==> src/rtl/branch_outcome_retire_queue_if.sv <==
// Handshake bundle between branch predict/resolve logic and the outcome retire queue.
// The queue takes the slave side; the producer/consumer of branch outcomes takes master.
interface branch_outcome_retire_queue_if #(
  parameter int DEPTH     = 16,
  parameter int TAG_WIDTH = $clog2(DEPTH)
);
  logic                 alloc_valid;
  logic                 alloc_ready;
  logic [TAG_WIDTH-1:0] alloc_tag;
  logic                 resolve_valid;
  logic [TAG_WIDTH-1:0] resolve_tag;
  logic                 resolve_taken;
  logic                 flush;
  logic                 update_enable;
  logic                 new_branch_outcome;
  logic [TAG_WIDTH:0]   count;

  modport master (
    output alloc_valid, resolve_valid, resolve_tag, resolve_taken, flush,
    input  alloc_ready, alloc_tag, update_enable, new_branch_outcome, count
  );

  modport slave (
    input  alloc_valid, resolve_valid, resolve_tag, resolve_taken, flush,
    output alloc_ready, alloc_tag, update_enable, new_branch_outcome, count
  );
endinterface

==> src/rtl/branch_outcome_retire_queue.sv <==
// In-order retire queue for resolved branch outcomes feeding the GHR update port.
// Optional flush support is compiled in with `define OUTCOME_QUEUE_FLUSH_EN.
module branch_outcome_retire_queue #(
  parameter int DEPTH     = 16,
  parameter int TAG_WIDTH = $clog2(DEPTH)
) (
  input  logic                          clk,
  input  logic                          rst,
  branch_outcome_retire_queue_if.slave  bus
);

  localparam logic [TAG_WIDTH:0] FULL_COUNT = (TAG_WIDTH+1)'(DEPTH);

  logic [DEPTH-1:0]     alloc_q, alloc_d;
  logic [DEPTH-1:0]     resolved_q, resolved_d;
  logic [DEPTH-1:0]     taken_q, taken_d;
  logic [TAG_WIDTH-1:0] head_q, head_d;
  logic [TAG_WIDTH-1:0] tail_q, tail_d;
  logic [TAG_WIDTH:0]   count_q, count_d;
  logic                 upd_q, upd_d;
  logic                 outcome_q, outcome_d;

  logic full;
  logic do_alloc;
  logic do_resolve;
  logic do_retire;

  assign full       = (count_q == FULL_COUNT);
  assign do_alloc   = bus.alloc_valid && !full;
  assign do_resolve = bus.resolve_valid && alloc_q[bus.resolve_tag] && !resolved_q[bus.resolve_tag];
  assign do_retire  = alloc_q[head_q] && resolved_q[head_q];

  always_comb begin
    alloc_d    = alloc_q;
    resolved_d = resolved_q;
    taken_d    = taken_q;
    head_d     = head_q;
    tail_d     = tail_q;
    count_d    = count_q;
    upd_d      = 1'b0;
    outcome_d  = outcome_q;

    if (do_resolve) begin
      resolved_d[bus.resolve_tag] = 1'b1;
      taken_d[bus.resolve_tag]    = bus.resolve_taken;
    end

    // Retire decision uses registered state only, so a same-cycle resolve of the head waits one edge.
    if (do_retire) begin
      alloc_d[head_q] = 1'b0;
      head_d          = head_q + 1'b1;
      upd_d           = 1'b1;
      outcome_d       = taken_q[head_q];
    end

    // tail never equals head here: allocation is blocked when full and retire needs a non-empty queue.
    if (do_alloc) begin
      alloc_d[tail_q]    = 1'b1;
      resolved_d[tail_q] = 1'b0;
      tail_d             = tail_q + 1'b1;
    end

    case ({do_alloc, do_retire})
      2'b10:   count_d = count_q + 1'b1;
      2'b01:   count_d = count_q - 1'b1;
      default: count_d = count_q;
    endcase

`ifdef OUTCOME_QUEUE_FLUSH_EN
    if (bus.flush) begin
      alloc_d    = '0;
      resolved_d = '0;
      head_d     = '0;
      tail_d     = '0;
      count_d    = '0;
      upd_d      = 1'b0;
      outcome_d  = outcome_q;
    end
`endif
  end

  always_ff @(posedge clk) begin
    if (rst) begin
      alloc_q    <= '0;
      resolved_q <= '0;
      taken_q    <= '0;
      head_q     <= '0;
      tail_q     <= '0;
      count_q    <= '0;
      upd_q      <= 1'b0;
      outcome_q  <= 1'b0;
    end else begin
      alloc_q    <= alloc_d;
      resolved_q <= resolved_d;
      taken_q    <= taken_d;
      head_q     <= head_d;
      tail_q     <= tail_d;
      count_q    <= count_d;
      upd_q      <= upd_d;
      outcome_q  <= outcome_d;
    end
  end

  assign bus.alloc_ready        = !full;
  assign bus.alloc_tag          = tail_q;
  assign bus.count              = count_q;
  assign bus.update_enable      = upd_q;
  assign bus.new_branch_outcome = outcome_q;

endmodule

==> src/flat_wrapper.sv <==
// flat-port wrapper written by rule: the top's interface ports become plain ports
module branch_outcome_retire_queue_flat 
#(
  parameter int DEPTH     = 16,
  parameter int TAG_WIDTH = $clog2(DEPTH)
)
  (clk, rst, bus_alloc_valid, bus_resolve_valid, bus_resolve_tag, bus_resolve_taken, bus_flush, bus_alloc_ready, bus_alloc_tag, bus_update_enable, bus_new_branch_outcome, bus_count);
  branch_outcome_retire_queue_if #(.DEPTH(DEPTH), .TAG_WIDTH(TAG_WIDTH)) bus_i ();
  input  logic clk;
  input  logic rst;
  input wire logic [$bits(bus_i.alloc_valid)-1:0] bus_alloc_valid;
  input wire logic [$bits(bus_i.resolve_valid)-1:0] bus_resolve_valid;
  input wire logic [$bits(bus_i.resolve_tag)-1:0] bus_resolve_tag;
  input wire logic [$bits(bus_i.resolve_taken)-1:0] bus_resolve_taken;
  input wire logic [$bits(bus_i.flush)-1:0] bus_flush;
  output wire logic [$bits(bus_i.alloc_ready)-1:0] bus_alloc_ready;
  output wire logic [$bits(bus_i.alloc_tag)-1:0] bus_alloc_tag;
  output wire logic [$bits(bus_i.update_enable)-1:0] bus_update_enable;
  output wire logic [$bits(bus_i.new_branch_outcome)-1:0] bus_new_branch_outcome;
  output wire logic [$bits(bus_i.count)-1:0] bus_count;
  assign bus_i.alloc_valid = bus_alloc_valid;
  assign bus_i.resolve_valid = bus_resolve_valid;
  assign bus_i.resolve_tag = bus_resolve_tag;
  assign bus_i.resolve_taken = bus_resolve_taken;
  assign bus_i.flush = bus_flush;
  assign bus_alloc_ready = bus_i.alloc_ready;
  assign bus_alloc_tag = bus_i.alloc_tag;
  assign bus_update_enable = bus_i.update_enable;
  assign bus_new_branch_outcome = bus_i.new_branch_outcome;
  assign bus_count = bus_i.count;
  branch_outcome_retire_queue #(.DEPTH(DEPTH), .TAG_WIDTH(TAG_WIDTH)) u_core (.clk(clk), .rst(rst), .bus(bus_i));
endmodule
==> config.mk <==
export PLATFORM = sky130hd
export DESIGN_NAME = branch_outcome_retire_queue_flat
export DESIGN_NICKNAME = d
export VERILOG_FILES = /design/src/rtl/branch_outcome_retire_queue_if.sv /design/src/rtl/branch_outcome_retire_queue.sv /design/src/flat_wrapper.sv
export SDC_FILE = /design/constraint.sdc
export NUM_CORES = 1
export LEC_CHECK = 0
export CORE_MARGIN = 2
export CORE_UTILIZATION = 55
export DETAILED_ROUTE_END_ITERATION = 8
export GPL_TIMING_DRIVEN = 1
export PLACE_DENSITY_LB_ADDON = 0.15
export SLEW_MARGIN = 20
export SYNTH_ARGS = -nofsm -noshare
export SYNTH_HDL_FRONTEND = slang
export SYNTH_SLANG_ARGS = --single-unit
==> constraint.sdc <==
create_clock -name clk -period 4.1 [get_ports clk]
set_input_delay 1.23 -clock clk [delete_from_list [all_inputs] [get_ports clk]]
set_output_delay 1.23 -clock clk [all_outputs]
set_load 0.01 [all_outputs]
==> summary.md, run 1 <==
| Metric | Value |
|---|---|
| Crit path DAT | 3.83 ns |
| Cts repair resizes | 0 |
| WL final | between 8 and 9 mm |
| Worst slew pin tran | between 0.9 and 1 ns |
| Syn nets | 396 |
| Sw Pwr | 306.7 uW |
| Die width | 82.40 um |
| Detailed Routing Iterations Pass 1 | 5 |
| Yosys warns | 0 |
| Critical path buffers and inverters | 1 |
| CP Class | reg -> reg |
| Most used routing layer | met2 |
| Htree depth | 3 |
| Status | finished clean |
| Synth Cell Area | 3381 um2 |
| Final Wtd Congestion | 0.9486 |
| EDFF count, synth | 0 |
| Netlist cell types | 48 |
| Initial antenna violation count | 0 |
| Switching share of power | 25.21% |
| Final worst-path cycle share | a little under 90% |
| Commonest non-fill, non-tap cell in the layout | dfxtp_1 |
| Routed WL per cell | 18.47 um |
| Largest vdd supply drop | 0.2122 mV |
| Slew margin rel. | between 30% and 40% |
| Clock Sinks | 63 |
| Core ar. | 5921 um2 |
| Final Hold Viols | 0 |
| Hpwl dp | 6.215 mm |
| Fin. max-slew vios | 0 |
| Syn Area/Cell | 9.039 um2 |
| RSZ-0062 raised after global routing | no |
| Gate power share | 8.8% |
| Vias in the first global route | 2703 |
| CP top delay family | simple AND/OR/NAND/NOR gates |
| DIE AREA | 6790 um2 |
| Worst EP required | 4.37 ns |
| Area growth syn-to-layout | 12.58% |
| Total GRT Usage | 27.84% |
| Post-route cell area | 3806 um2 |
| Root Buffer | clkbuf_8 |
| Most used DFF post-synth | dfxtp_1 |
| Tmin final | 3.558 ns |
| Final ANT Viol Nets | 0 |
| GRT Residual Overflow | 0 |
| Worst skew pair latency | 0.34 ns |
| Postcts setup bufs | 0 |
| Register area | 1261 um2 |
| Port bufs | 20 |
| Leak Pwr | 0.001497 uW |
| Starting density of the core | 57.10% |
| Async S/R FF share, synth | 0% |
| Cts bufs inserted | 9 |
| CTS Buffer Depth | 2 |
| Post-CTS Hold Fix Bufs | 0 |
| M2 GR Usage | 42.34% |
| Die H | 82.40 um |
| DRC | 0 |
| CP max stage delay | between 0.5 and 0.6 ns |
| Setup Skew | 0.005728 ns |
| Area occupied by multi-input gates | 1967 um2 |
| Met1 Use GR | approximately two fifths |
| CP Launch Type | register |
| Share of cells above drive strength 1 | between 10% and 20% |
| Peak Freq | between 200 and 300 MHz |
| Final setup violation count | 0 |
| HP Class | reg -> reg |
| Crit-path max FO | 10 |
| First-pass GRT wire length | ~14 mm |
| I/O pin total | 22 |
| Yosys reg bits | 63 |
| Clk slew on worst S/H paths | 0.07 ns |
| Crit-path cells | buf_4, nand2b_1, o22ai_1, or4_1, nor4b_4, ha_1, xor2_1, ha_1, o21a_1, o22a_1, a21oi_1, xor2_1, or3_1, a21oi_1 |
| Drt via density | 6.381 |
| Most frequent cells in the layout | 63 x dfxtp_1, 45 x nand2_1, 25 x a21oi_1 |
| Sequential-to-total area share from yosys stat | 37.31% |
| Total Power | around 1200 uW |
| Worst path slowest cell | dfxtp_1 |
| Post-DP Area | 3642 um2 |
| CP endpoint kind | register |
| Largest net degree at the start of global routing | 40 |
| CTS tree | yes |
| Total number of vias | 2980 |
| Power Internal | 909.7 uW |
| Seq pwr share | 52.0% |
| Site Rows | 28 |
| Filler cells | just over 500 |
| Gate Count Post-Synth | 374 |
| Pwr Density | 319.6 nW/um2 |
| Clock power frac | 39.3% |
| GR Util met3 | 4.130% |
| Final setup TNS | 0 ns |
| MaxCap Viol Count | 0 |
| Initial DRC Count | 400 |
| N_diodes | 0 |
| Nets | between 400 and 500 |
-- flip-flops by register name, summed over array words and instances, names as in the netlist --
signal                         count
u_core.alloc_q                    16
u_core.resolved_q                 16
u_core.taken_q                    16
u_core.bus.count                   5
u_core.bus.alloc_tag               4
u_core.head_q                      4
u_core.bus.new_branch_outcome      1
u_core.bus.update_enable           1
-- synth_stat cells (2+ instances only) --
library cell	n	area [um2]
or3_1	3	18.77
inv_1	12	45.04
a211oi_1	3	22.52
o22ai_1	4	25.02
buf_1	2	7.510
nor3b_1	5	37.54
nand2_1	45	168.9
dfxtp_1	63	1261
a31oi_1	3	18.77
inv_2	2	7.510
o211a_1	6	60.06
nor2b_1	5	31.28
ha_1	12	150.1
nand3_1	18	90.09
mux4_2	13	292.8
nor3_1	6	30.03
a41o_1	4	40.04
a21oi_1	25	125.1
a21o_1	2	15.01
xor2_1	6	52.55
and2_1	2	12.51
and3_1	5	31.28
mux2i_1	21	210.2
xnor2_1	2	17.52
nor2_1	22	82.58
nand4_1	11	68.82
nand2b_1	5	31.28
a211o_1	2	17.52
nand3b_1	2	15.01
nor4_1	4	25.02
o21ai_0	13	65.06
buf_2	5	25.02
clkbuf_1	18	67.56
o41ai_1	8	70.07
nand4b_1	2	17.52
-- power by group through the flow --
stage	combinational, uW	clock (uW)	sequential [uW]
6_report	107	478	632
5_1_grt	116	509	634
4_1_cts	106	480	632
3_5_place_dp	105	0	646
3_3_place_gp	103	0	645
2_1_floorplan	66.2	0	644
-- through the flow --
stage	cells	worst slack, ns	utilization, %	hold slack [ns]
3_3_place_gp	453	0.3681	61.52	0.4425
5_1_grt	467	0.3571	64.29	0.4797
4_1_cts	467	0.5658	64.29	0.4629
2_1_floorplan	374	0.4252	-	0.4315
6_report	467	0.5417	64.29	0.4616
3_5_place_dp	453	0.3699	61.52	0.4536
-- final timing paths --
| path | depth (start not counted) | startpoint | endpoint | slack (ns) |
|---|---|---|---|---|
| setup / recovery | 14 | u_core.head_q[1] | u_core.bus.count[4] | 0.54 |
| setup reg to reg | 14 | u_core.head_q[1] | u_core.bus.count[4] | 0.54 |
| hold reg to reg | 2 | u_core.taken_q[0] | u_core.taken_q[0] | 0.46 |
| hold / removal | 2 | u_core.taken_q[0] | u_core.taken_q[0] | 0.46 |
-- logic make-up (layout without fill, tap and decap cells) --
family / count (synthesis) / count (layout) / share of synthesized area [%]
and+or+nand+nor: 140 / 140 / 21.24
AOI/OAI and AO/OA: 78 / 78 / 15.54
DFF: 63 / 63 / 37.31
buffers and inverters: 39 / 57 / 4.515
muxes: 34 / 34 / 14.88
adders and majority gates: 12 / 12 / 4.441
xor gates and xnor gates: 8 / 8 / 2.073
-- worst reg2reg max path, cell delays in order (launching register included) --
cell and delay (ns):
dfxtp_1 0.53, buf_4 0.26, nand2b_1 0.17, o22ai_1 0.09, or4_1 0.50, nor4b_4 0.15, ha_1 0.33, xor2_1 0.18
ha_1 0.22, o21a_1 0.17, o22a_1 0.18, a21oi_1 0.16, xor2_1 0.10, or3_1 0.31, a21oi_1 0.14
-- area by class of cell --
cell class | count | share of cell area, %
Inverter | 14 | 1.381
Tap cell | 75 | 2.465
Sequential cell | 63 | 33.14
Clock buffer | 13 | 4.175
Timing Repair Buffer | 29 | 7.035
Clock inverter | 1 | 0.1315
Multi-Input combinational cell | 272 | 51.68
-- layer usage --
| layer | vias up | part of all wire [%] |
|---|---|---|
| met5 | - | 0 |
| met4 | 0 | 1.6 |
| met3 | 11 | 6.7 |
| met2 | 121 | 46 |
| met1 | 1443 | 46 |
| li1 | 1405 | - |
(Power assumes the default switching activity.)
==> run 2: changes to the inputs <==
DONT_BUFFER_PORTS = 1   (was default)
==> summary.md, run 2 (same netlist as run 1, synthesis figures left out) <==
| Metric | Value |
|---|---|
| Crit path DAT | 3.78 ns (was 3.83 ns) |
| Peak Freq | 285.6 MHz (was 281.0 MHz) |
| Crit-path cells | inv_2, mux4_2, and3_4, nor4b_4, ha_1, xor2_1, ha_1, o21a_1, o22a_1, a21oi_1, xor2_1, or3_1, a21oi_1 (was buf_4, nand2b_1, o22ai_1, or4_1, nor4b_4, ha_1, xor2_1, ha_1, o21a_1, o22a_1, a21oi_1, xor2_1, or3_1, a21oi_1) |
| Worst slew pin tran | 0.9282 ns (was 0.9790 ns) |
| Area occupied by multi-input gates | 1967 um2 (unchanged) |
| Drt via density | 6.373 (was 6.381) |
| Port bufs | 0 (was 20) |
| First-pass GRT wire length | 13.33 mm (was 13.74 mm) |
| CP Launch Type | register (unchanged) |
| Pwr Density | 330.4 nW/um2 (was 319.6 nW/um2) |
| Area growth syn-to-layout | 5.551% (was 12.58%) |
| Clk slew on worst S/H paths | 0.07 ns (about the same) |
| Vias in the first global route | 2593 (was 2703) |
| Routed WL per cell | 18.91 um (was 18.47 um) |
| Final Hold Viols | 0 (unchanged) |
| Initial DRC Count | 230 (was 400) |
| Nets | 386 (was 411) |
| Setup Skew | 0.005345 ns (was 0.005728 ns) |
| Total number of vias | 2817 (was 2980) |
| Fin. max-slew vios | 0 (unchanged) |
| Die width | 82.40 um (unchanged) |
| CP max stage delay | 0.60 ns (was 0.53 ns) |
| M2 GR Usage | 40.40% (was 42.34%) |
| Postcts setup bufs | 0 (unchanged) |
| Largest vdd supply drop | 0.2240 mV (was 0.2122 mV) |
| Total Power | 1179 uW (was 1216 uW) |
| Die H | 82.40 um (unchanged) |
| CTS Buffer Depth | 2 (unchanged) |
| Final setup TNS | 0 ns (unchanged) |
| Worst EP required | 4.38 ns (was 4.37 ns) |
| Final setup violation count | 0 (unchanged) |
| Filler cells | 516 (was 512) |
| Commonest non-fill, non-tap cell in the layout | dfxtp_1 (unchanged) |
| Detailed Routing Iterations Pass 1 | 5 (unchanged) |
| Met1 Use GR | 36.62% (was 40.04%) |
| RSZ-0062 raised after global routing | no (unchanged) |
| WL final | 8.358 mm (was 8.624 mm) |
| I/O pin total | 22 (unchanged) |
| Post-CTS Hold Fix Bufs | 0 (unchanged) |
| Final ANT Viol Nets | 0 (unchanged) |
| Most used routing layer | met2 (unchanged) |
| MaxCap Viol Count | 0 (unchanged) |
| N_diodes | 0 (unchanged) |
| Total GRT Usage | 26.72% (was 27.84%) |
| Crit-path max FO | 12 (was 10) |
| Starting density of the core | 57.10% (unchanged) |
| Slew margin rel. | 37.65% (was 34.23%) |
| Htree depth | 3 (unchanged) |
| CP Class | reg -> reg (unchanged) |
| Tmin final | 3.501 ns (was 3.558 ns) |
| Most frequent cells in the layout | 63 x dfxtp_1, 45 x nand2_1, 25 x a21oi_1 (unchanged) |
| Leak Pwr | 0.001400 uW (was 0.001497 uW) |
| Cts bufs inserted | 9 (unchanged) |
| Root Buffer | clkbuf_8 (unchanged) |
| Share of cells above drive strength 1 | 9.537% (was 10.20%) |
| HP Class | reg -> reg (unchanged) |
| Largest net degree at the start of global routing | 41 (was 40) |
| Status | finished clean (unchanged) |
| CTS tree | yes (unchanged) |
| GRT Residual Overflow | 0 (unchanged) |
| Final Wtd Congestion | 0.8905 (was 0.9486) |
| Site Rows | 28 (unchanged) |
| GR Util met3 | 5.652% (was 4.130%) |
| Final worst-path cycle share | 85.40% (was 86.79%) |
| Worst skew pair latency | 0.34 ns (about the same) |
| DIE AREA | 6790 um2 (unchanged) |
| DRC | 0 (unchanged) |
| Worst path slowest cell | dfxtp_1 (unchanged) |
| CP endpoint kind | register (unchanged) |
| Hpwl dp | 5.996 mm (was 6.215 mm) |
| Core ar. | 5921 um2 (unchanged) |
| Largest registers | u_core.alloc_q: 16 flops, u_core.resolved_q: 16 flops, u_core.taken_q: 16 flops (unchanged) |
| Register area | 1261 um2 (unchanged) |
| Clock Sinks | 63 (unchanged) |
| Cts repair resizes | 0 (unchanged) |
| Initial antenna violation count | 0 (unchanged) |
==> run 2: stage by stage <==
step	hold slack (ns)	utilization, %	setup WS (ns)	std cells	cell area, um2
floorplan	0.4315	-	0.4252	374	3381
global placement	0.4450	57.50	0.6371	428	3405
detailed placement	0.4544	57.50	0.6138	428	3405
CTS	0.4630	60.27	0.5936	442	3568
global route	0.4845	60.27	0.2973	442	3568
finish	0.4626	60.27	0.5986	442	3568
==> run 2: where the power goes <==
group / leakage, uW / total [uW] / switching, uW / internal (uW)
logic: 0.000806 / 67.8 / 41.3 / 26.5
registers: 0.000509 / 635 / 14.1 / 621
clock network: 0.0000854 / 476 / 231 / 245
total: 0.00140 / 1180 / 286 / 893
==> run 2: final timing paths <==
path,endpoint,cells past startpoint,slack [ns],start
min,u_core.taken_q[1],2,0.46,u_core.taken_q[1]
max,u_core.bus.count[4],13,0.60,u_core.head_q[2]
max reg2reg,u_core.bus.count[4],13,0.60,u_core.head_q[2]
min reg2reg,u_core.taken_q[1],2,0.46,u_core.taken_q[1]
==> run 2: routing by layer <==
| metal | vias to the layer above | share of wire (%) |
|---|---|---|
| met5 | - | 0 |
| met4 | 0 | 2.5 |
| met3 | 19 | 6.2 |
| met2 | 106 | 46 |
| met1 | 1334 | 45 |
| li1 | 1358 | - |
==> run 2: layout make-up <==
cell class / instances / area share (%)
Tap cell: 75 / 2.630
Inverter: 14 / 1.473
Sequential cell: 63 / 35.34
Multi-Input combinational cell: 272 / 55.12
Clock buffer: 13 / 4.453
Clock inverter: 1 / 0.1403
Timing Repair Buffer: 4 / 0.8415
==> run 2: critical path: cells and delay by family, from the launching register on <==
family / cells / cell delay [ns]
simple gates: 3 / 0.80
mux: 1 / 0.37
buf+inv: 1 / 0.20
compound gates: 4 / 0.67
fa+ha+maj: 2 / 0.59
xor+xnor: 2 / 0.21
flops: 1 / 0.60
==> run 3: changes to the inputs <==
CORE_MARGIN = default   (was 2)
PLACE_DENSITY = 0.78   (was default)
PLACE_DENSITY_LB_ADDON = default   (was 0.15)
==> summary.md, run 3 (same netlist as run 1, synthesis figures left out) <==
| Metric | Value |
|---|---|
| HP Class | reg -> reg (unchanged) |
| Setup Skew | 0.004991 ns (was 0.005345 ns) |
| Leak Pwr | 0.001415 uW (was 0.001400 uW) |
| CP Launch Type | register (unchanged) |
| Drt via density | 6.485 (was 6.373) |
| Hold Crit Depth | 2 (unchanged) |
| Hpwl dp | 5.913 mm (was 5.996 mm) |
| Final Hold Viols | 0 (unchanged) |
| Sw Pwr | 325.0 uW (was 286.1 uW) |
| Nets | 387 (was 386) |
| Area growth syn-to-layout | 6.736% (was 5.551%) |
| Starting density of the core | 57.10% (unchanged) |
| Port bufs | 0 (unchanged) |
| MaxCap Viol Count | 0 (unchanged) |
| N_diodes | 0 (unchanged) |
| Initial DRC Count | 257 (was 230) |
| Cts repair resizes | 0 (unchanged) |
| Clock Sinks | 63 (unchanged) |
| Hold_sp | u_core.taken_q[2] (was u_core.taken_q[1]) |
| DIE AREA | 6464 um2 (was 6790 um2) |
| Peak Freq | 281.3 MHz (was 285.6 MHz) |
| Die H | 80.40 um (was 82.40 um) |
| Cts bufs inserted | 9 (unchanged) |
| Initial antenna violation count | 0 (unchanged) |
| Worst hold endpoint | u_core.taken_q[2] (was u_core.taken_q[1]) |
| RSZ-0062 raised after global routing | no (unchanged) |
| Worst skew pair latency | 0.35 ns (was 0.34 ns) |
| Total Power | 1254 uW (was 1179 uW) |
| Core ar. | 5921 um2 (unchanged) |
| GRT Residual Overflow | 0 (unchanged) |
| I/O pin total | 22 (unchanged) |
| Detailed Routing Iterations Pass 1 | 5 (unchanged) |
| Largest net degree at the start of global routing | 41 (unchanged) |
| Worst reg2reg path endpoint | u_core.bus.count[4] (unchanged) |
| Worst slew pin tran | 0.9313 ns (was 0.9282 ns) |
| Final ANT Viol Nets | 0 (unchanged) |
| Clk slew on worst S/H paths | 0.08 ns (was 0.07 ns) |
| Switching share of power | 25.92% (was 24.27%) |
| Tmin final | 3.555 ns (was 3.501 ns) |
| Site Rows | 28 (unchanged) |
| CP Class | reg -> reg (unchanged) |
| Routed WL per cell | 18.70 um (was 18.91 um) |
| Clock power frac | 44.1% (was 40.4%) |
| Die width | 80.40 um (was 82.40 um) |
| Reg2reg path depth | 14 (was 13) |
| Final setup TNS | 0 ns (unchanged) |
| Commonest non-fill, non-tap cell in the layout | dfxtp_1 (unchanged) |
| CTS Buffer Depth | 2 (unchanged) |
| Most frequent cells in the layout | 63 x dfxtp_1, 45 x nand2_1, 25 x a21oi_1 (unchanged) |
| Vias in the first global route | 2619 (was 2593) |
| Crit-path max FO | 10 (was 12) |
| Final setup violation count | 0 (unchanged) |
| Largest vdd supply drop | 0.3815 mV (was 0.2240 mV) |
| Crit path DAT | 3.84 ns (was 3.78 ns) |
| Root Buffer | clkbuf_8 (unchanged) |
| Final Wtd Congestion | 0.9480 (was 0.8905) |
| CP endpoint kind | register (unchanged) |
| Worst EP required | 4.39 ns (was 4.38 ns) |
| Post-CTS Hold Fix Bufs | 0 (unchanged) |
| Final worst-path cycle share | 86.70% (was 85.40%) |
| Power Internal | 928.8 uW (was 892.7 uW) |
| Status | finished clean (unchanged) |
| First-pass GRT wire length | 13.14 mm (was 13.33 mm) |
| Share of cells above drive strength 1 | 10.81% (was 9.537%) |
| CTS tree | yes (unchanged) |
| Gate power share | 5.4% (was 5.8%) |
| Largest registers | u_core.alloc_q: 16 flops, u_core.resolved_q: 16 flops, u_core.taken_q: 16 flops (unchanged) |
| Htree depth | 3 (unchanged) |
| WL final | 8.323 mm (was 8.358 mm) |
| Total number of vias | 2886 (was 2817) |
| Postcts setup bufs | 0 (unchanged) |
| Pwr Density | 347.5 nW/um2 (was 330.4 nW/um2) |
| Total GRT Usage | 27.72% (was 26.72%) |
| RR Startpoint | u_core.head_q[1] (was u_core.head_q[2]) |
| Seq pwr share | 50.6% (was 53.9%) |
| DRC | 0 (unchanged) |
| Fin. max-slew vios | 0 (unchanged) |
| Slew margin rel. | 37.43% (was 37.65%) |
| Reg-to-reg setup timing slack | 0.55 ns (was 0.60 ns) |
==> run 3: cell types whose count changed in the layout (fill, tap and decap cells not counted), sizes merged <==
cell	previous run	this run
clkinv	1	3
buf	4	5
clkinvlp	0	2
clkbuf	13	9
inv	14	15
bufinv	0	1
==> run 3: how the worst max path moves through the flow <==
stage | start | to | slack (ns)
2_1_floorplan | bus_alloc_valid | u_core.bus.count[4] | 0.43
4_1_cts | u_core.head_q[1] | u_core.bus.count[4] | 0.55
6_report | u_core.head_q[1] | u_core.bus.count[4] | 0.55
5_1_grt | u_core.head_q[1] | u_core.bus.count[4] | 0.36
3_5_place_dp | u_core.head_q[1] | u_core.bus.count[4] | 0.59
3_3_place_gp | u_core.head_q[1] | u_core.bus.count[4] | 0.65
==> run 3: area by class of cell <==
| cell class | count | area (um2) |
|---|---|---|
| fillers | 517 | 2312 |
| multi-input cells | 272 | 1967 |
| flip-flops and latches | 63 | 1261 |
| clock buffers | 9 | 123.9 |
| well taps | 75 | 93.84 |
| clock inverters | 7 | 72.57 |
| inverters | 14 | 52.55 |
| repair buffers | 5 | 37.54 |
==> run 3: power by group through the flow <==
| stage | combinational, uW | sequential, uW | clock (uW) |
|---|---|---|---|
| after floorplan | 66.2 | 644 | 0 |
| after global placement | 64.6 | 648 | 0 |
| after detailed placement | 65.8 | 648 | 0 |
| after CTS | 66.5 | 634 | 558 |
| after global routing | 73.6 | 636 | 585 |
| final | 67.4 | 634 | 552 |
==> run 3: worst max-delay path: stages (launching register included) <==
cell	delay, ns
dfxtp_1	0.57
buf_4	0.25
nand2b_1	0.16
o22ai_1	0.10
or4_1	0.48
nor4b_4	0.15
ha_1	0.33
xor2_1	0.18
ha_1	0.22
o21a_1	0.17
o22a_1	0.18
a21oi_1	0.17
xor2_1	0.09
or3_1	0.31
a21oi_1	0.13
==> run 3: stage by stage <==
| step | util (%) | hold WS (ns) | instance area [um2] | instances | worst slack, ns |
|---|---|---|---|---|---|
| 2_1_floorplan | - | 0.4315 | 3381 | 374 | 0.4252 |
| 3_3_place_gp | 57.63 | 0.4413 | 3412 | 429 | 0.6508 |
| 3_5_place_dp | 57.63 | 0.4549 | 3412 | 429 | 0.5923 |
| 4_1_cts | 60.95 | 0.4664 | 3608 | 445 | 0.5493 |
| 5_1_grt | 60.95 | 0.4805 | 3608 | 445 | 0.3614 |
| 6_report | 60.95 | 0.4621 | 3608 | 445 | 0.5454 |
==> run 3: layer usage <==
metal  vias to the layer above  GRT usage (%)  routed length [um]
met1                      1380          36.79                3623
met4                         0          13.21                 208
met3                        20          5.909                 610
met5                         -              0                   0
met2                       133          42.71                3881
li1                       1353              -                   -
